`src/rtl/pacman_pkg.sv`:
```
// Shared types for the sprite line scheduler: sprite ids, ROM image selectors,
// the per-line sprite entry and the scan FSM states.
package pacman_pkg;

    typedef enum logic [1:0] {SPR_PAC, SPR_RED, SPR_GREEN, SPR_AQUA} spr_id_t;

    localparam logic [1:0] IMG_PAC_RIGHT = 2'd0;
    localparam logic [1:0] IMG_PAC_UP    = 2'd1;
    localparam logic [1:0] IMG_GHOST     = 2'd2;

    typedef struct packed {
        logic       valid;
        logic [9:0] x;
        logic [7:0] bits;
    } spr_entry_t;

    typedef enum logic [2:0] {
        ST_IDLE, ST_CHECK, ST_REQ, ST_WAIT, ST_STORE, ST_DONE
    } sched_state_t;

    // Left-right flip of a sprite row (pacman facing left reuses the right image).
    function automatic logic [7:0] mirror8(input logic [7:0] b);
        logic [7:0] r;
        for (int k = 0; k < 8; k++) r[k] = b[7-k];
        return r;
    endfunction

endpackage

```
`src/rtl/sprite_row_hit.sv`:
```
// One sprite's lit test for the current beam X against a stored 8-pixel row.
module sprite_row_hit
    import pacman_pkg::*;
(
    input  spr_entry_t entry,
    input  logic [9:0] DrawX,
    output logic       lit
);

    logic [9:0] dx;

    // Unsigned difference: beam left of the sprite wraps to a large value and misses.
    assign dx  = DrawX - entry.x;
    assign lit = entry.valid && (dx < 10'd8) && entry.bits[3'd7 - dx[2:0]];

endmodule

```
`src/rtl/sprite_line_scheduler.sv`:
```
// Fetches next-line sprite rows through one ROM port during horizontal blank and
// resolves per-pixel sprite priority from the committed line buffer.
module sprite_line_scheduler
    import pacman_pkg::*;
#(
    parameter int H_ACTIVE = 640,
    parameter int H_TOTAL  = 800,
    parameter int V_TOTAL  = 525,
    parameter int SPR_SIZE = 8
) (
    input  logic       Clk,
    input  logic       Reset_n,
    input  logic [9:0] DrawX,
    input  logic [9:0] DrawY,
    input  logic [9:0] sprX [4],
    input  logic [9:0] sprY [4],
    input  logic [1:0] last_keypress,
    input  logic       isDefeated,
    output logic [4:0] rom_addr,
    output logic       rom_req,
    input  logic [7:0] rom_data,
    output logic       pix_on,
    output logic [1:0] pix_id,
    output logic       overrun
);

    localparam logic [9:0] X_SCAN   = 10'(H_ACTIVE);
    localparam logic [9:0] X_COMMIT = 10'(H_TOTAL - 1);
    localparam logic [9:0] Y_LAST   = 10'(V_TOTAL - 1);
    localparam logic [9:0] SZ       = 10'(SPR_SIZE);

    sched_state_t state, state_nx;
    logic [1:0]   idx;
    logic [9:0]   y_next;
    logic [9:0]   x_lat;
    logic         mirror_lat;
    spr_entry_t   shadow [4];
    spr_entry_t   active [4];

    logic [9:0]   dy_cur;
    logic [2:0]   row;
    logic         hit;
    logic [4:0]   addr_nx;
    logic [3:0]   lit;
    spr_id_t      win;

    assign dy_cur  = y_next - sprY[idx];
    assign row     = dy_cur[2:0];
    assign hit     = (dy_cur < SZ) && !((idx == 2'd0) && isDefeated);
    assign rom_req = (state == ST_REQ);

    always_comb begin
        addr_nx = {IMG_GHOST, row};
        if (idx == 2'd0) begin
            case (last_keypress)
                2'd3:    addr_nx = {IMG_PAC_UP, row};
                2'd1:    addr_nx = {IMG_PAC_UP, 3'd7 - row};
                default: addr_nx = {IMG_PAC_RIGHT, row};
            endcase
        end
    end

    always_comb begin
        state_nx = state;
        case (state)
            ST_IDLE:  if (DrawX == X_SCAN) state_nx = ST_CHECK;
            ST_CHECK: if (hit)              state_nx = ST_REQ;
                      else if (idx == 2'd3) state_nx = ST_DONE;
            ST_REQ:   state_nx = ST_WAIT;
            ST_WAIT:  state_nx = ST_STORE;
            ST_STORE: state_nx = (idx == 2'd3) ? ST_DONE : ST_CHECK;
            ST_DONE:  state_nx = ST_IDLE;
            default:  state_nx = ST_IDLE;
        endcase
    end

    always_ff @(posedge Clk or negedge Reset_n) begin
        if (!Reset_n) state <= ST_IDLE;
        else          state <= state_nx;
    end

    always_ff @(posedge Clk or negedge Reset_n) begin
        if (!Reset_n) begin
            idx        <= 2'd0;
            y_next     <= 10'd0;
            x_lat      <= 10'd0;
            mirror_lat <= 1'b0;
            rom_addr   <= 5'd0;
            for (int i = 0; i < 4; i++) shadow[i] <= '0;
        end else begin
            case (state)
                ST_IDLE: if (DrawX == X_SCAN) begin
                    y_next <= (DrawY == Y_LAST) ? 10'd0 : DrawY + 10'd1;
                    idx    <= 2'd0;
                    for (int i = 0; i < 4; i++) shadow[i].valid <= 1'b0;
                end
                ST_CHECK: begin
                    if (hit) begin
                        rom_addr   <= addr_nx;
                        x_lat      <= sprX[idx];
                        mirror_lat <= (idx == 2'd0) && (last_keypress == 2'd2);
                    end else begin
                        idx <= idx + 2'd1;
                    end
                end
                ST_STORE: begin
                    shadow[idx] <= spr_entry_t'{valid: 1'b1, x: x_lat,
                                   bits: mirror_lat ? mirror8(rom_data) : rom_data};
                    idx         <= idx + 2'd1;
                end
                default: ;
            endcase
        end
    end

    for (genvar g = 0; g < 4; g++) begin : g_hit
        sprite_row_hit u_hit (
            .entry (active[g]),
            .DrawX (DrawX),
            .lit   (lit[g])
        );
    end

    always_comb begin
        win = SPR_PAC;
        if (lit[3]) win = SPR_AQUA;
        if (lit[2]) win = SPR_GREEN;
        if (lit[1]) win = SPR_RED;
        if (lit[0]) win = SPR_PAC;
    end

    // Line commit and registered pixel output; blank-region pixels never light.
    always_ff @(posedge Clk or negedge Reset_n) begin
        if (!Reset_n) begin
            for (int i = 0; i < 4; i++) active[i] <= '0;
            overrun <= 1'b0;
            pix_on  <= 1'b0;
            pix_id  <= 2'd0;
        end else begin
            if (DrawX == X_COMMIT) begin
                for (int i = 0; i < 4; i++) active[i] <= shadow[i];
                if (state != ST_IDLE) overrun <= 1'b1;
            end
            pix_on <= (|lit) && (DrawX < X_SCAN);
            pix_id <= ((|lit) && (DrawX < X_SCAN)) ? win : SPR_PAC;
        end
    end

endmodule

```
`config.mk`:
```
export PLATFORM = sky130hd
export DESIGN_NAME = sprite_line_scheduler
export DESIGN_NICKNAME = d
export VERILOG_FILES = /design/src/rtl/pacman_pkg.sv /design/src/rtl/sprite_row_hit.sv /design/src/rtl/sprite_line_scheduler.sv
export SDC_FILE = /design/constraint.sdc
export NUM_CORES = 1
export LEC_CHECK = 0
export CAP_MARGIN = 20
export CORE_AREA = 5 5 155 157
export DETAILED_ROUTE_END_ITERATION = 12
export DIE_AREA = 0 0 160 162
export PLACE_DENSITY = 0.69
export SYNTH_ARGS = -nofsm -noshare
export SYNTH_HDL_FRONTEND = slang
export SYNTH_SLANG_ARGS = --single-unit
```
`constraint.sdc`:
```
create_clock -name Clk -period 4.12 [get_ports Clk]
set_input_delay 1.236 -clock Clk [delete_from_list [all_inputs] [get_ports Clk]]
set_output_delay 1.236 -clock Clk [all_outputs]
set_load 0.05 [all_outputs]
```
# ---- Word level (Yosys, flattened, before mapping)
# Index checks and enable logic that the tools add are counted.
dict set report totals {
  register_bits 187
  latchBits 0
  ramBits 0
  mem_bits_ro 0
  input_bits 113
  output_inout_bits 10
  elab_cells 137
  n_memories 0
}
dict set report op_classes {
  add_sub_neg 12
  multipliers 0
  div_mod_pow 0
  order_cmp 12
  n_eq_ne 14
  n_shift 0
  n_mux 39
  bitwise 1
  n_reduce_logical 26
}
# cell count
set op_table {}
lappend op_table {{bitwise mux 76 bit} 1}
lappend op_table {{less-than comparator 10 x 4 -> 1 bit (second input constant)} 5}
lappend op_table {{2-to-1 mux 10 bit} 5}
lappend op_table {{subtractor 10 bit} 5}
lappend op_table {{binary-select mux 10 bit (select 2 bit)} 2}
lappend op_table {{demux 19 bit (select 2 bit)} 1}
lappend op_table {{== test 10 bit (second input constant)} 3}
lappend op_table {{2-to-1 mux 19 bit} 1}
lappend op_table {{less-than comparator 3 x 4 -> 1 bit (second input constant)} 4}
lappend op_table {{case mux 3 bit (5 select lines)} 1}
lappend op_table {{subtractor 3 bit (first input constant)} 5}
lappend op_table {{2-to-1 mux 2 bit} 7}
lappend op_table {{logical AND 1 bit} 13}
lappend op_table {{binary-select mux 1 bit (select 3 bit)} 4}
lappend op_table {{2-to-1 mux 3 bit} 4}
lappend op_table {{adder 10 x 1 -> 10 bit (second input constant)} 1}
lappend op_table {{less-than comparator 10 bit (second input constant)} 1}
lappend op_table {{AND reduction 2 bit} 5}
lappend op_table {{2-to-1 mux 8 bit} 1}
lappend op_table {{case mux 1 bit (2 select lines)} 4}
lappend op_table {{case mux 4 bit (2 select lines)} 1}
lappend op_table {{== test 2 bit (second input constant)} 3}
lappend op_table {{== test 3 x 2 -> 1 bit (second input constant)} 2}
lappend op_table {{case mux 2 bit (3 select lines)} 1}
lappend op_table {{other kinds (18)} 24}

# ---- Longest topological paths before layout
dict set report logic_depth {
  depth_word 10
  mapped_depth 15
  mapped_depth_nobuf 12
}

# ---- By module
# Synthesis repeated with hierarchy kept, for this count alone.
dict set report unflattened {
  cells_unflattened 890
  hier_area_um2 10543.9
}
# mod instances cells_per_inst area_per_inst_um2 seq_area_each_um2
set by_module_without_submodules {}
lappend by_module_without_submodules {sprite_line_scheduler 1 631 8380.5 4679.5}
lappend by_module_without_submodules {{sprite_row_hit at g_hit[0].u_hit ...} 3 64 546.8 0.0}
lappend by_module_without_submodules {{sprite_row_hit at g_hit[3].u_hit} 1 67 523.0 0.0}

# ---- Least setup slack after synthesis
# No wires, ideal clock.
dict set report synth_path {
  path_kind {input-to-reg}
  startpoint {in sprY[1] (netlist bit)}
  endpoint {reg x_lat[3]}
  setup_ps 125
  t_arrival_ps 3872
  required_time_ps 3995
  setup_slack_ps 123
  cell_stages 11
  path_buffers 1
  cell_sequence {mux4_2 -> inv_1 -> ha_1 -> nor2b_1 -> o31ai_1 -> a211oi_1 -> or3_4 -> a211oi_4 -> o211ai_4 -> buf_6 -> mux2_4}
}
dict set report synth_between {
  elab_chain_cells 7
}
# element line
set synth_rtl {}
lappend synth_rtl {{start: declaration} sprite_line_scheduler.sv:16} ;# input logic [9:0] sprY [4],
lappend synth_rtl {{binary-select mux 10 bit (select 2 bit)} sprite_line_scheduler.sv:47} ;# assign dy_cur = y_next - sprY[idx];
lappend synth_rtl {{2-to-1 mux 10 bit (not written as such) (2 in series)} sprite_line_scheduler.sv:47}
lappend synth_rtl {{subtractor 10 bit} sprite_line_scheduler.sv:47}
lappend synth_rtl {{less-than comparator 10 x 4 -> 1 bit} sprite_line_scheduler.sv:49} ;# assign hit = (dy_cur < SZ) && !((idx == 2'd0) && isDefeated);
lappend synth_rtl {{logical AND 1 bit} sprite_line_scheduler.sv:49}
lappend synth_rtl {{AND reduction 2 bit (no line)} n/a}
lappend synth_rtl {{end signal: assignment} sprite_line_scheduler.sv:100} ;# x_lat <= sprX[idx];
lappend synth_rtl {{end: declaration} sprite_line_scheduler.sv:35} ;# logic [9:0] x_lat;
# Every way passes these cells. The select of a mux whose other input is x is not followed.
# A chain may end at the register's enable or synchronous reset.

# ---- Worst setup path in the final report
dict set report layout_path {
  startpoint {in sprY[0] (netlist bit)}
  endpoint {reg x_lat[0]}
}
# Same word-level chain as after synthesis.

==> reports/results.txt <==
F_max - 248 MHz
Initial DRC count - 543
HP Class - flip-flop to flip-flop
# DRC - 0
Fin nets - 1,371
Final min period - 4030 ps
Reg-to-reg endpoint - x_lat[0]
DP HPWL - 18,600 microns
CTS HTree Levels - 4
Crit Path Max Fanout - 11
Number of synthesized flops with an enable pin - 0
CP max-delay cell - mux4_2
Die area - 0.0259 sq mm
Max stage delay on crit path - 460 ps
Cell Count, Final, Fillers Out - 1,500
Critical path arrival - 4350 ps
Pwr dens - 426 mW/mm^2
Synthesized cell area - 0.0104 sq mm
DR vias/cell - 5.42
Hold Violations, Final - 0
First-pass GRT wire length - 41,100 microns
Setup Total Neg Slack - 0 ps
Maximum vdd drop - 0.313 mV
Slew HR - 0.432
Clock Latency Late Sink - 440 ps
Width of the die - 160 microns
Final wirelength - 25,100 microns
Post-route cell area - 0.0128 sq mm
#FFs+latches synth - 187
Setup Crit Path Kind - input port to flip-flop
Crit. End Element - flip-flop
Final ANT Viol Nets - 0
Reg-to-Reg Start - idx[0]
Placer Congestion - 0.923
Top FF cell, synth - dfrtp_1
Chip height - 162 microns
DP Area - 0.0122 sq mm
CTS root buf - clkbuf_16
Seq/Total Area, Yosys - 0.451
Placed cell count - 1,467
Synth async-reset ratio - 1.00
FF-to-FF path depth - 13
IO Count - 123
Initial antenna violation count - 0
Avg Cell Area, Syn - 9.86 sq um
Total number of vias - 8,137
Multi-input logic area - 0.00530 sq mm
Status - completed
Clk pin slew, worst setup/hold paths - 70 ps
Post-synth net total - 1,220
Final Cycle Share - 0.979
CTS buffer count - 17
Synth cell types - 62
CTS tree - built
Bufs on Longest Clock Path - 2
Required @ worst endpoint - 4440 ps
Worst slack at placement - -357 ps
Max-slew violations - 0
Row count - 55
Worst-margin pin slew - 853 ps
Diode count - 0
Worst Setup Start Kind - input port
Core ar. - 0.0224 sq mm
Pin count of the biggest net entering global routing - 109
CP Cell Sequence - clkdlybuf4s50_1 -> mux4_2 -> ha_1 -> inv_1 -> fa_1 -> a21oi_1 -> o21ai_2 -> a2111oi_2 -> or3_1 -> buf_4 -> and3_4 -> o211ai_4 -> buf_12 -> mux2_2
Crit. Startpoint - sprY[0]
Gr ovfl total - 0
Port Buffers - 122
Total GRT Usage - 0.195
Clock sinks - 187
Layout fillers - 1,936
Share of cells above drive strength 1 - 0.146
Number of global-route vias before repair - 8,089
Fin worst setup slack - 86.0 ps
Wirelength per Cell - 16.7 microns
Critical Path Sink - x_lat[0]
Max Cap Viol - 0
Skew final - 8.09 ps
Reg2reg setup slack - 610 ps
Pre-Repair DR Iteration Count - 7
Area delta synth->final - 23.5%
# setup viols final - 0
Starting Density - 0.464
Ys Warns - 0
Leakage power - 0.00596 uW
Cells after Synth - 1,051
Register area - 0.00468 sq mm
per-layer routing:
layer / up-vias / GRT usage / part of all wire
li1: 3957 / - / -
met5: - / 0 / 0
met4: 0 / 0.0446 / 0.017
met1: 3964 / 0.269 / 0.45
met3: 37 / 0.0340 / 0.041
met2: 179 / 0.326 / 0.49
through the flow:
stage | hold WS (ps) | total power, uW | utilization
floorplan | 432 | 3320 | -
global placement | 445 | 3860 | 0.546
detailed placement | 451 | 3910 | 0.546
CTS | 469 | 5490 | 0.571
global route | 485 | 5790 | 0.572
finish | 464 | 5450 | 0.572
power breakdown:
group          total (uW)  internal (uW)  switching, uW
Sequential           2280           2070            213
Combinational        1590            824            767
Clock                1580            815            768
Total                5450           3710           1750
cells in the mapped netlist (all sizes together) (4+ instances only):
| cell type | n | area, sq um |
|---|---|---|
| a211oi | 6 | 57.6 |
| a21o | 5 | 37.5 |
| a21oi | 68 | 340 |
| a31oi | 5 | 31.3 |
| and3 | 8 | 55.1 |
| buf | 11 | 56.3 |
| clkbuf | 33 | 124 |
| dfrtp | 187 | 4680 |
| fa | 5 | 100 |
| ha | 51 | 638 |
| inv | 63 | 236 |
| mux2 | 51 | 601 |
| mux2i | 20 | 200 |
| mux4 | 28 | 631 |
| nand2 | 206 | 773 |
| nand2b | 9 | 56.3 |
| nand3 | 7 | 35.0 |
| nand4 | 9 | 56.3 |
| nor2 | 75 | 282 |
| nor2b | 6 | 37.5 |
| nor3 | 21 | 105 |
| nor4 | 6 | 37.5 |
| nor4b | 4 | 35.0 |
| o211ai | 5 | 51.3 |
| o21a | 14 | 105 |
| o21ai | 69 | 349 |
| o21bai | 5 | 37.5 |
| or3 | 5 | 36.3 |
| xnor2 | 13 | 114 |
| xor2 | 17 | 149 |
registers in the layout, summed over array words and instances (netlist names):
| register | cells |
|---|---|
| state | 3 |
| idx | 2 |
| pix_id | 2 |
| rom_addr | 5 |
| y_next | 10 |
| mirror_lat | 1 |
| pix_on | 1 |
| shadow | 76 |
| active | 76 |
| overrun | 1 |
| x_lat | 10 |
placed cells by master (no fill, tap or decap), types with 5 or more instances in the layout:
cell type        count
fa_1                 5
nand2_1            206
clkdlybuf4s50_1    121
nor3_1              20
mux2_2              44
nand2b_1             9
xor2_1              17
and3_1               7
a31oi_1              5
mux2_4               7
dfrtp_1            187
xnor2_1             13
a21oi_1             67
o21a_1              14
o21ai_0             67
inv_1               63
nor2b_1              6
buf_4               51
a211oi_1             5
mux4_2              28
clkbuf_16           17
mux2i_1             20
inv_6                5
nand3_1              7
nor2_1              75
nor4_1               6
o21bai_1             5
nand4_1              9
ha_1                51
a21o_1               5
kinds of logic after synthesis:
group	count (synthesis)	synth area share
buffers and inverters	107	0.0402
flip-flops	187	0.451
AO/OA/AOI/OAI	203	0.118
adder cells (fa/ha/maj)	56	0.0712
multiplexers	99	0.138
XOR/XNOR	30	0.0253
AND/OR/NAND/NOR	369	0.155
layout make-up:
cell class | count | area share
Clock buffer | 18 | 0.0343
Clock inverter | 14 | 0.0101
Inverter | 63 | 0.0185
Multi-Input combinational cell | 757 | 0.414
Sequential cell | 187 | 0.365
Tap cell | 285 | 0.0279
Timing Repair Buffer | 176 | 0.130
critical path: cells and delay by family:
| family | cells | cell delay, ps |
|---|---|---|
| adder cells (fa/ha/maj) | 2 | 390 |
| multiplexers | 2 | 800 |
| AND/OR/NAND/NOR | 2 | 550 |
| buffers and inverters | 4 | 810 |
| AO/OA/AOI/OAI | 4 | 560 |
what timing repair did:
item	in CTS	in global routing
setup endpoints to repair	0	13
buffers inserted	0	1
gates resized for setup	0	5
hold buffers	0	0
worst min path at each step:
stage	from	endpoint	slack (ps)	cells past startpoint
after floorplan	active[37]	active[37]	430	2
after global placement	active[59]	active[59]	440	2
after detailed placement	active[37]	active[37]	450	2
after CTS	active[37]	active[37]	470	2
after global routing	active[37]	active[37]	480	2
final	active[57]	active[57]	460	2
Power figures use the tool's default switching activity.
